**config.mk**
```make
export PLATFORM = sky130hd
export DESIGN_NAME = pulse_train_generator
export DESIGN_NICKNAME = d
export VERILOG_FILES = /design/src/rtl/pulse_train_generator.sv
export SDC_FILE = /design/constraint.sdc
export NUM_CORES = 1
export LEC_CHECK = 0
export BUFFER_PORTS_ARGS = -buffer_cell sky130_fd_sc_hd__buf_2
export CORE_MARGIN = 4
export CORE_UTILIZATION = 50
export CTS_CLUSTER_SIZE = 10
export DETAILED_ROUTE_END_ITERATION = 8
export PLACE_DENSITY = 0.71
export SYNTH_ARGS = -nofsm -noshare
export SYNTH_HDL_FRONTEND = slang
export SYNTH_SLANG_ARGS = --single-unit
```
**constraint.sdc**
```tcl
create_clock -name clk_ms -period 2.96 [get_ports clk_ms]
set_input_delay 0.148 -clock clk_ms [delete_from_list [all_inputs] [get_ports clk_ms]]
set_output_delay 0.148 -clock clk_ms [all_outputs]
set_load 0.05 [all_outputs]
```
**src/rtl/pulse_train_generator.sv**
```systemverilog
// Timed pulse-train driver: n_pulses pulses of on_ticks high / off_ticks low, timed by clk_sl edges sampled on clk_ms.
// First pulse rises 1 clk_ms after accept; start ignored while busy unless PULSE_TRAIN_RETRIGGER_EN is defined.
module pulse_train_generator #(
  parameter int TICK_W  = 8,
  parameter int COUNT_W = 4
) (
  input  logic               clk_ms,
  input  logic               reset,
  input  logic               clk_sl,
  input  logic               start,
  input  logic [TICK_W-1:0]  on_ticks,
  input  logic [TICK_W-1:0]  off_ticks,
  input  logic [COUNT_W-1:0] n_pulses,
  output logic               out,
  output logic               busy,
  output logic               done,
  output logic [COUNT_W-1:0] pulse_idx
);

  typedef enum logic [1:0] {IDLE, ON, OFF} state_t;

  state_t             state_q, state_d;
  logic [TICK_W-1:0]  cnt_q, cnt_d;
  logic [TICK_W-1:0]  on_q, on_d;
  logic [TICK_W-1:0]  off_q, off_d;
  logic [COUNT_W-1:0] n_q, n_d;
  logic [COUNT_W-1:0] idx_q, idx_d;
  logic               out_q, out_d;
  logic               busy_q, busy_d;
  logic               done_q, done_d;
  logic               sl_old_q;
`ifdef PULSE_TRAIN_RETRIGGER_EN
  logic               rtrg_q, rtrg_d;
`endif

  logic              tick;
  logic              zero_req;
  logic [TICK_W-1:0] off_eff;
  logic              on_last, off_last, last_pulse;

  assign tick       = clk_sl & ~sl_old_q;
  assign zero_req   = (n_pulses == '0) || (on_ticks == '0);
  // A zero low time still spends one full tick low so pulses stay distinct.
  assign off_eff    = (off_q == '0) ? TICK_W'(1) : off_q;
  assign on_last    = (cnt_q + TICK_W'(1)) == on_q;
  assign off_last   = (cnt_q + TICK_W'(1)) == off_eff;
  assign last_pulse = idx_q == (n_q - COUNT_W'(1));

  always_comb begin
    state_d = state_q;
    cnt_d   = cnt_q;
    on_d    = on_q;
    off_d   = off_q;
    n_d     = n_q;
    idx_d   = idx_q;
    out_d   = out_q;
    busy_d  = busy_q;
    done_d  = 1'b0;
`ifdef PULSE_TRAIN_RETRIGGER_EN
    rtrg_d  = 1'b0;
`endif

    case (state_q)
      IDLE: begin
        if (start && !busy_q) begin
          on_d  = on_ticks;
          off_d = off_ticks;
          n_d   = n_pulses;
          if (zero_req) begin
            done_d = 1'b1;
          end else begin
            state_d = ON;
            out_d   = 1'b1;
            busy_d  = 1'b1;
            idx_d   = '0;
            cnt_d   = '0;
          end
        end
      end
      ON: begin
`ifdef PULSE_TRAIN_RETRIGGER_EN
        if (rtrg_q) out_d = 1'b1;
`endif
        if (tick) begin
          if (on_last) begin
            cnt_d = '0;
            out_d = 1'b0;
            if (last_pulse) begin
              state_d = IDLE;
              busy_d  = 1'b0;
              done_d  = 1'b1;
            end else begin
              state_d = OFF;
            end
          end else begin
            cnt_d = cnt_q + TICK_W'(1);
          end
        end
      end
      OFF: begin
        if (tick) begin
          if (off_last) begin
            cnt_d   = '0;
            idx_d   = idx_q + COUNT_W'(1);
            state_d = ON;
            out_d   = 1'b1;
          end else begin
            cnt_d = cnt_q + TICK_W'(1);
          end
        end
      end
      default: state_d = IDLE;
    endcase

`ifdef PULSE_TRAIN_RETRIGGER_EN
    // Abort and restart; out spends exactly one cycle low before the new first pulse.
    if (start && busy_q) begin
      on_d  = on_ticks;
      off_d = off_ticks;
      n_d   = n_pulses;
      cnt_d = '0;
      idx_d = '0;
      out_d = 1'b0;
      if (zero_req) begin
        state_d = IDLE;
        busy_d  = 1'b0;
        done_d  = 1'b1;
      end else begin
        state_d = ON;
        busy_d  = 1'b1;
        rtrg_d  = 1'b1;
      end
    end
`endif
  end

  always_ff @(posedge clk_ms) begin
    if (reset) begin
      state_q  <= IDLE;
      cnt_q    <= '0;
      on_q     <= '0;
      off_q    <= '0;
      n_q      <= '0;
      idx_q    <= '0;
      out_q    <= 1'b0;
      busy_q   <= 1'b0;
      done_q   <= 1'b0;
      sl_old_q <= 1'b0;
`ifdef PULSE_TRAIN_RETRIGGER_EN
      rtrg_q   <= 1'b0;
`endif
    end else begin
      state_q  <= state_d;
      cnt_q    <= cnt_d;
      on_q     <= on_d;
      off_q    <= off_d;
      n_q      <= n_d;
      idx_q    <= idx_d;
      out_q    <= out_d;
      busy_q   <= busy_d;
      done_q   <= done_d;
      sl_old_q <= clk_sl;
`ifdef PULSE_TRAIN_RETRIGGER_EN
      rtrg_q   <= rtrg_d;
`endif
    end
  end

  assign out       = out_q;
  assign busy      = busy_q;
  assign done      = done_q;
  assign pulse_idx = idx_q;

endmodule
```
Word level (Yosys, flattened, before mapping)
Index checks and enable logic that the tools add are counted.

storage, ports and cells
  ROM bits = 0
  logic and storage cells = 81
  memories kept = 0
  output and inout port bits = 7
  bits in latches = 0
  bits in writable memories = 0
  input port bits = 24
  bits in registers = 38

operators by class
  multipliers = 0
  div/mod/pow operators = 0
  multiplexer cells = 38
  bitwise gates (word level) = 2
  reductions and logical operators = 16
  shift operators = 0
  order comparisons = 0
  eq/ne operators = 12
  add/subtract/negate cells = 3

operator list
  operator                                                                count
  8-bit two-way mux                                                       7
  8-bit one-hot mux with 3 select lines                                   1
  8-bit equality test                                                     2
  8-bit zero test                                                         2
  4-bit two-way mux                                                       4
  1-bit two-way mux                                                       14
  2-bit two-way mux                                                       7
  2-bit inequality test (second input constant)                           7
  6-bit AND reduction                                                     2
  5-bit AND reduction                                                     2
  8-bit by 1-bit adder with 8-bit output (second input constant)          1
  4-bit one-hot mux with 2 select lines                                   1
  7-bit AND reduction                                                     1
  2-bit one-hot mux with 3 select lines                                   1
  4-bit by 1-bit adder with 4-bit output (second input constant)          1
  4-bit equality test                                                     1
  4-bit zero test                                                         1
  1-bit one-hot mux with 2 select lines                                   2
  2-bit nonzero test                                                      2
  4-bit by 1-bit subtractor with 4-bit output (second input constant)     1
  1-bit one-hot mux with 3 select lines                                   1
  3-bit nonzero test                                                      1
  2-bit by 1-bit equality test with 1-bit output (second input constant)  1
  2-bit equality test (second input constant)                             1
  other kinds (7)                                                         7

Logic depth before layout (Yosys ltp)
  depth in word-level cells = 6
  mapped depth = 11
  gate-level depth less buffers = 9

Least setup slack after synthesis
OpenSTA, ideal clock, no wires.

  path type = flip-flop to flip-flop
  start = register cnt_q[0]
  end = register cnt_q[6]
  stages on the path, launching flop included = 10
  data arrival time = 2249 ps
  required time = 2845 ps
  slack = 596 ps
  library setup time = 115 ps
  clock period less this slack = 2364 ps
  path buffers = 1
  cells stage by stage = dfxtp_1 -> ha_1 -> clkbuf_2 -> xnor2_1 -> xor2_1 -> o311ai_1 -> or4_4 -> o31ai_4 -> a31oi_1 -> and2_1

on the way
  word-level cells in the longest chain between the ends = 5
  elaborated cells on any way between the ends = 8
  those cells by class = add/sub: 1; eq/ne: 2; mux: 5

RTL lines
  item                                           line     text
  start, declared                                23       logic [TICK_W-1:0] cnt_q, cnt_d;
  start signal, assigned                         154      cnt_q <= cnt_d;
  8-bit by 1-bit adder with 8-bit output *       -
  8-bit equality test, on equally long branches  46, 45
  8-bit two-way mux, on equally long branches    102, 85
  8-bit two-way mux, on equally long branches    101, 84
  8-bit one-hot mux with 3 select lines *        63       case (state_q)

Mark *: on every way between the ends. The rest lies on a longest branch, timed or not. The select of a mux whose other input is x is not followed.
A chain may end at the register's enable or synchronous reset.

Worst setup path after layout
Same ends and word-level chain as after synthesis.

==> impl_metrics.sql <==
INSERT INTO impl_metrics (metric_group, metric, value, unit) VALUES
('logic_synthesis', 'post_synth_inst_count', '290', ''),
('sta', 'report.final.hold_viol_count', '0', ''),
('floorplanning', 'die_h', '75.9', 'um'),
('detailed_routing', 'routedWlPerCell', '14.6', 'um'),
('grt', 'grt_overflow_total', '0', ''),
('sta', 'whs', '0.0849', 'ns'),
('worst_setup_path', 'path_cells', 'ha_1 -> nand3_1 -> xnor2_1 -> o311ai_1 -> or4_4 -> o31ai_4 -> a31oi_1 -> and2_1', ''),
('logic_synthesis', 'synth_top_flop_cell', 'sky130_fd_sc_hd__dfxtp_1', ''),
('floorplanning', 'row_count', '24', ''),
('detailed_routing', 'detailedRoute.firstIterationViolations', '144', ''),
('clock_tree', 'ctsRootBufferMaster', 'sky130_fd_sc_hd__clkbuf_8', ''),
('sta', 'finalSetupTns', '0', 'ns'),
('grt', 'grt.total_usage', '0.208', ''),
('clock_tree', 'clk_pin_slew', '0.08', 'ns'),
('hold_path', 'timing.hold.worst.class', 'in2reg', ''),
('floorplanning', 'floorplan.die_area', '0.00576', 'mm2'),
('layout', 'syn_to_final_growth', '12.9', '%'),
('floorplanning', 'initial_utilization', '0.522', ''),
('layout', 'utilization', '0.590', ''),
('clock_tree', 'post_cts_hold_buffer_count', '0', ''),
('layout', 'net_count_reported_at_finish', '344', ''),
('place', 'globalplace.congestion', '0.926', ''),
('worst_setup_path', 'critical_path.endpoint_type', 'flop', ''),
('logic_synthesis', 'syn-cell-area', '0.00230', 'mm2'),
('place', 'placement.setup.worst_slack', '0.375', 'ns'),
('grt', 'maximum_number_of_pins_on_one_net_before_global_route_repair', '38', ''),
('sta', 'rsz_0062_raised_after_global_routing', 'false', ''),
('clock_tree', 'htree_levels', '2', ''),
('detailed_routing', 'via_count', '2085', ''),
('clock_tree', 'tritoncts_clock_tree', 'done', ''),
('layout', 'drive_gt1_frac', '0.162', ''),
('logic_synthesis', 'synth_async_sr_flop_share', '0', ''),
('detailed_routing', 'detail_route.first_pass.iterations', '4', ''),
('power', 'worst_ir_drop_vdd', '378', 'uV'),
('worst_setup_path', 'category_of_the_worst_setup_path_launch_point', 'flop', ''),
('sta', 'setup_slack', '0.341', 'ns'),
('logic_synthesis', 'synth_enable_flop_cells', '0', ''),
('logic_synthesis', 'yosys_warning_count', '0', ''),
('sta', 'max-slew-margin-rel', '0.542', ''),
('clock_tree', 'cts_max_path_buffers', '2', ''),
('floorplanning', 'core_ar', '0.00441', 'mm2'),
('detailed_routing', 'ant_nets', '0', ''),
('sta', 'worst_clock_skew', '0.00841', 'ns'),
('logic_synthesis', 'syn-num-nets', '321', ''),
('power', 'power.leakage', '1.02', 'nW'),
('logic_synthesis', 'synth_area_per_cell', '7.95', 'um2'),
('worst_setup_path', 'worstPathArrival', '2.82', 'ns'),
('sta', 'finalMaxSlewViolations', '0', ''),
('logic_synthesis', 'yosysUniqueCellTypes', '50', ''),
('sta', 'layout_min_cycle_time', '2.62', 'ns'),
('worst_setup_path', 'worstPathMaxFanout', '8', ''),
('clock_tree', 'worst_skew_pair.late_latency', '0.30', 'ns'),
('status', 'run_status', 'complete, no violations', ''),
('sta', 'worst-slew-pin-transition', '0.680', 'ns'),
('layout', 'diodes', '0', ''),
('clock_tree', 'cts_buffers', '5', ''),
('grt', 'first_global_vias', '1911', ''),
('clock_tree', 'post_cts.repair.setup_buffers', '0', ''),
('place', 'io_buffers', '30', ''),
('worst_setup_path', 'slowest_delay', '0.56', 'ns'),
('power', 'power-per-cell-area', '787', 'mW/mm2'),
('worst_setup_path', 'required', '3.16', 'ns'),
('worst_setup_path', 'crit_family', 'simple AND/OR/NAND/NOR gates', ''),
('logic_synthesis', 'seq_area_frac_synth', '0.330', ''),
('detailed_routing', 'drt_drc_violations_left', '0', ''),
('sta', 'finalCritPeriodShare', '0.885', ''),
('clock_tree', 'numClockSinks', '38', ''),
('detailed_routing', 'wl', '5.33', 'mm'),
('place', 'dp_hpwl', '4.01', 'mm'),
('detailed_routing', 'via_per_inst', '5.70', ''),
('sta', 'achievable-frequency', '382', 'MHz'),
('worst_setup_path', 'criticalPathCategory', 'reg2reg', ''),
('power', 'fin_total_pwr', '2.05', 'mW'),
('grt', 'grt_antenna_before_repair', '0', ''),
('sta', 'final_number_of_setup_violating_endpoints', '0', ''),
('clock_tree', 'post_cts_resized', '0', ''),
('floorplanning', 'top_level_ports', '31', ''),
('logic_synthesis', 'ys_ff_latch', '38', ''),
('floorplanning', 'die_width', '75.9', 'um'),
('job', 'max_cap_violations', '0', ''),
('grt', 'grt_pass1_wl', '9.11', 'mm'),
('worst_setup_path', 'slowest_stage', 'sky130_fd_sc_hd__or4_4', ''),
('worst_setup_path', 'timing.critical_path.buf_inv', '0', '');
[worst paths after layout]
path | start | end | depth (start not counted) | slack (ns)
worst min-delay path | off_ticks[0] | off_q[0] | 3 | 0.08
worst max register to register | cnt_q[0] | cnt_q[6] | 8 | 0.34
worst max-delay path | cnt_q[0] | cnt_q[6] | 8 | 0.34
worst min register to register | on_q[1] | on_q[1] | 2 | 0.47
[layout by cell type (no fill, tap or decap), types with 2 or more instances in the layout]
cell type                   instances
sky130_fd_sc_hd__nand3b_1           2
sky130_fd_sc_hd__ha_1               7
sky130_fd_sc_hd__nor3_1             6
sky130_fd_sc_hd__xnor2_1           18
sky130_fd_sc_hd__o31ai_1            3
sky130_fd_sc_hd__nor2_1            10
sky130_fd_sc_hd__a21oi_1           36
sky130_fd_sc_hd__nor3b_1            2
sky130_fd_sc_hd__clkbuf_8           6
sky130_fd_sc_hd__a31oi_1            4
sky130_fd_sc_hd__nor2b_1           10
sky130_fd_sc_hd__and3_1             7
sky130_fd_sc_hd__o21ai_0            7
sky130_fd_sc_hd__a22oi_1            2
sky130_fd_sc_hd__xor2_1             6
sky130_fd_sc_hd__dfxtp_1           38
sky130_fd_sc_hd__and2_1             4
sky130_fd_sc_hd__nand2_1           53
sky130_fd_sc_hd__inv_1             13
sky130_fd_sc_hd__buf_2             30
sky130_fd_sc_hd__nand2b_1           2
sky130_fd_sc_hd__nand4_1            5
sky130_fd_sc_hd__a31o_2             3
sky130_fd_sc_hd__xnor3_1            2
sky130_fd_sc_hd__nand3_1            4
sky130_fd_sc_hd__o211ai_1           2
sky130_fd_sc_hd__o41ai_1            2
sky130_fd_sc_hd__o221ai_1           2
sky130_fd_sc_hd__bufinv_16          2
sky130_fd_sc_hd__nor4_1             6
[state kept, by name, indices dropped and copies added, names as in the netlist]
name / count
off_q: 8
sl_old_q: 1
cnt_q: 8
on_q: 8
done: 1
busy: 1
n_q: 4
state_q: 2
out: 1
pulse_idx: 4
[metrics by stage]
| step | instances | cell area (um2) |
|---|---|---|
| 2_1_floorplan | 290 | 2300 |
| 3_3_place_gp | 358 | 2460 |
| 3_5_place_dp | 358 | 2460 |
| 4_1_cts | 366 | 2600 |
| 5_1_grt | 366 | 2600 |
| 6_report | 366 | 2600 |
[per-layer routing]
metal / share of wire / vias up / track usage
li1: - / 1066 / -
met1: 0.49 / 968 / 0.298
met2: 0.45 / 46 / 0.323
met3: 0.054 / 5 / 0.0356
met4: 0.0075 / 0 / 0.0524
met5: 0 / - / 0
[layout make-up]
type / count / area, um2
repair buffers: 31 / 158
clock buffers: 6 / 82.6
flip-flops and latches: 38 / 761
multi-input cells: 224 / 1430
fillers: 395 / 1810
inverters: 13 / 48.8
well taps: 52 / 65.1
clock inverters: 2 / 60.1
[power by group]
part | total, mW | switching, mW | leakage (nW) | internal (mW)
clock network | 0.556 | 0.196 | 0.0714 | 0.360
registers | 0.661 | 0.0704 | 0.310 | 0.591
logic | 0.830 | 0.512 | 0.638 | 0.318
[cells in the mapped netlist (all sizes together), types with 2 or more instances]
cell type  instances  area, um2
nand4              5       31.3
nor2b             10       62.6
nor4               7       58.8
clkbuf            11       42.5
a31oi              4       25.0
o211ai             2       15.0
nand3              4       20.0
and2               5       33.8
dfxtp             38        761
xnor2             18        158
and4               2       20.0
o21ai              7       35.0
a31o               3       26.3
nand3b             2       15.0
o31ai              5       56.3
and3               7       43.8
or4                2       18.8
xnor3              2       45.0
a22oi              2       15.0
nand2b             2       12.5
xor2               6       52.6
nor2              10       37.5
nor3b              2       15.0
buf                4       25.0
o221ai             2       17.5
ha                 7       87.6
nand2             53        199
a21oi             36        180
nor3               7       40.0
inv               13       48.8
o41ai              2       17.5
[worst reg2reg max path: cells and delay by family (launching register included)]
family,cells,cell delay (ns)
adders and majority gates,1,0.35
DFF,1,0.44
AOI/OAI and AO/OA,3,0.54
xor gates and xnor gates,1,0.21
and+or+nand+nor,3,0.99
[cells by family (layout without fill, tap and decap cells)]
group | after synthesis | after routing | share of synthesized area
muxes | 1 | 1 | 0.00434
adders and majority gates | 7 | 7 | 0.0380
AOI/OAI and AO/OA | 70 | 70 | 0.197
xor gates and xnor gates | 26 | 26 | 0.111
DFF | 38 | 38 | 0.330
and+or+nand+nor | 120 | 120 | 0.269
buffers and inverters | 28 | 52 | 0.0505
No activity file was read; power rests on OpenSTA's default activity.
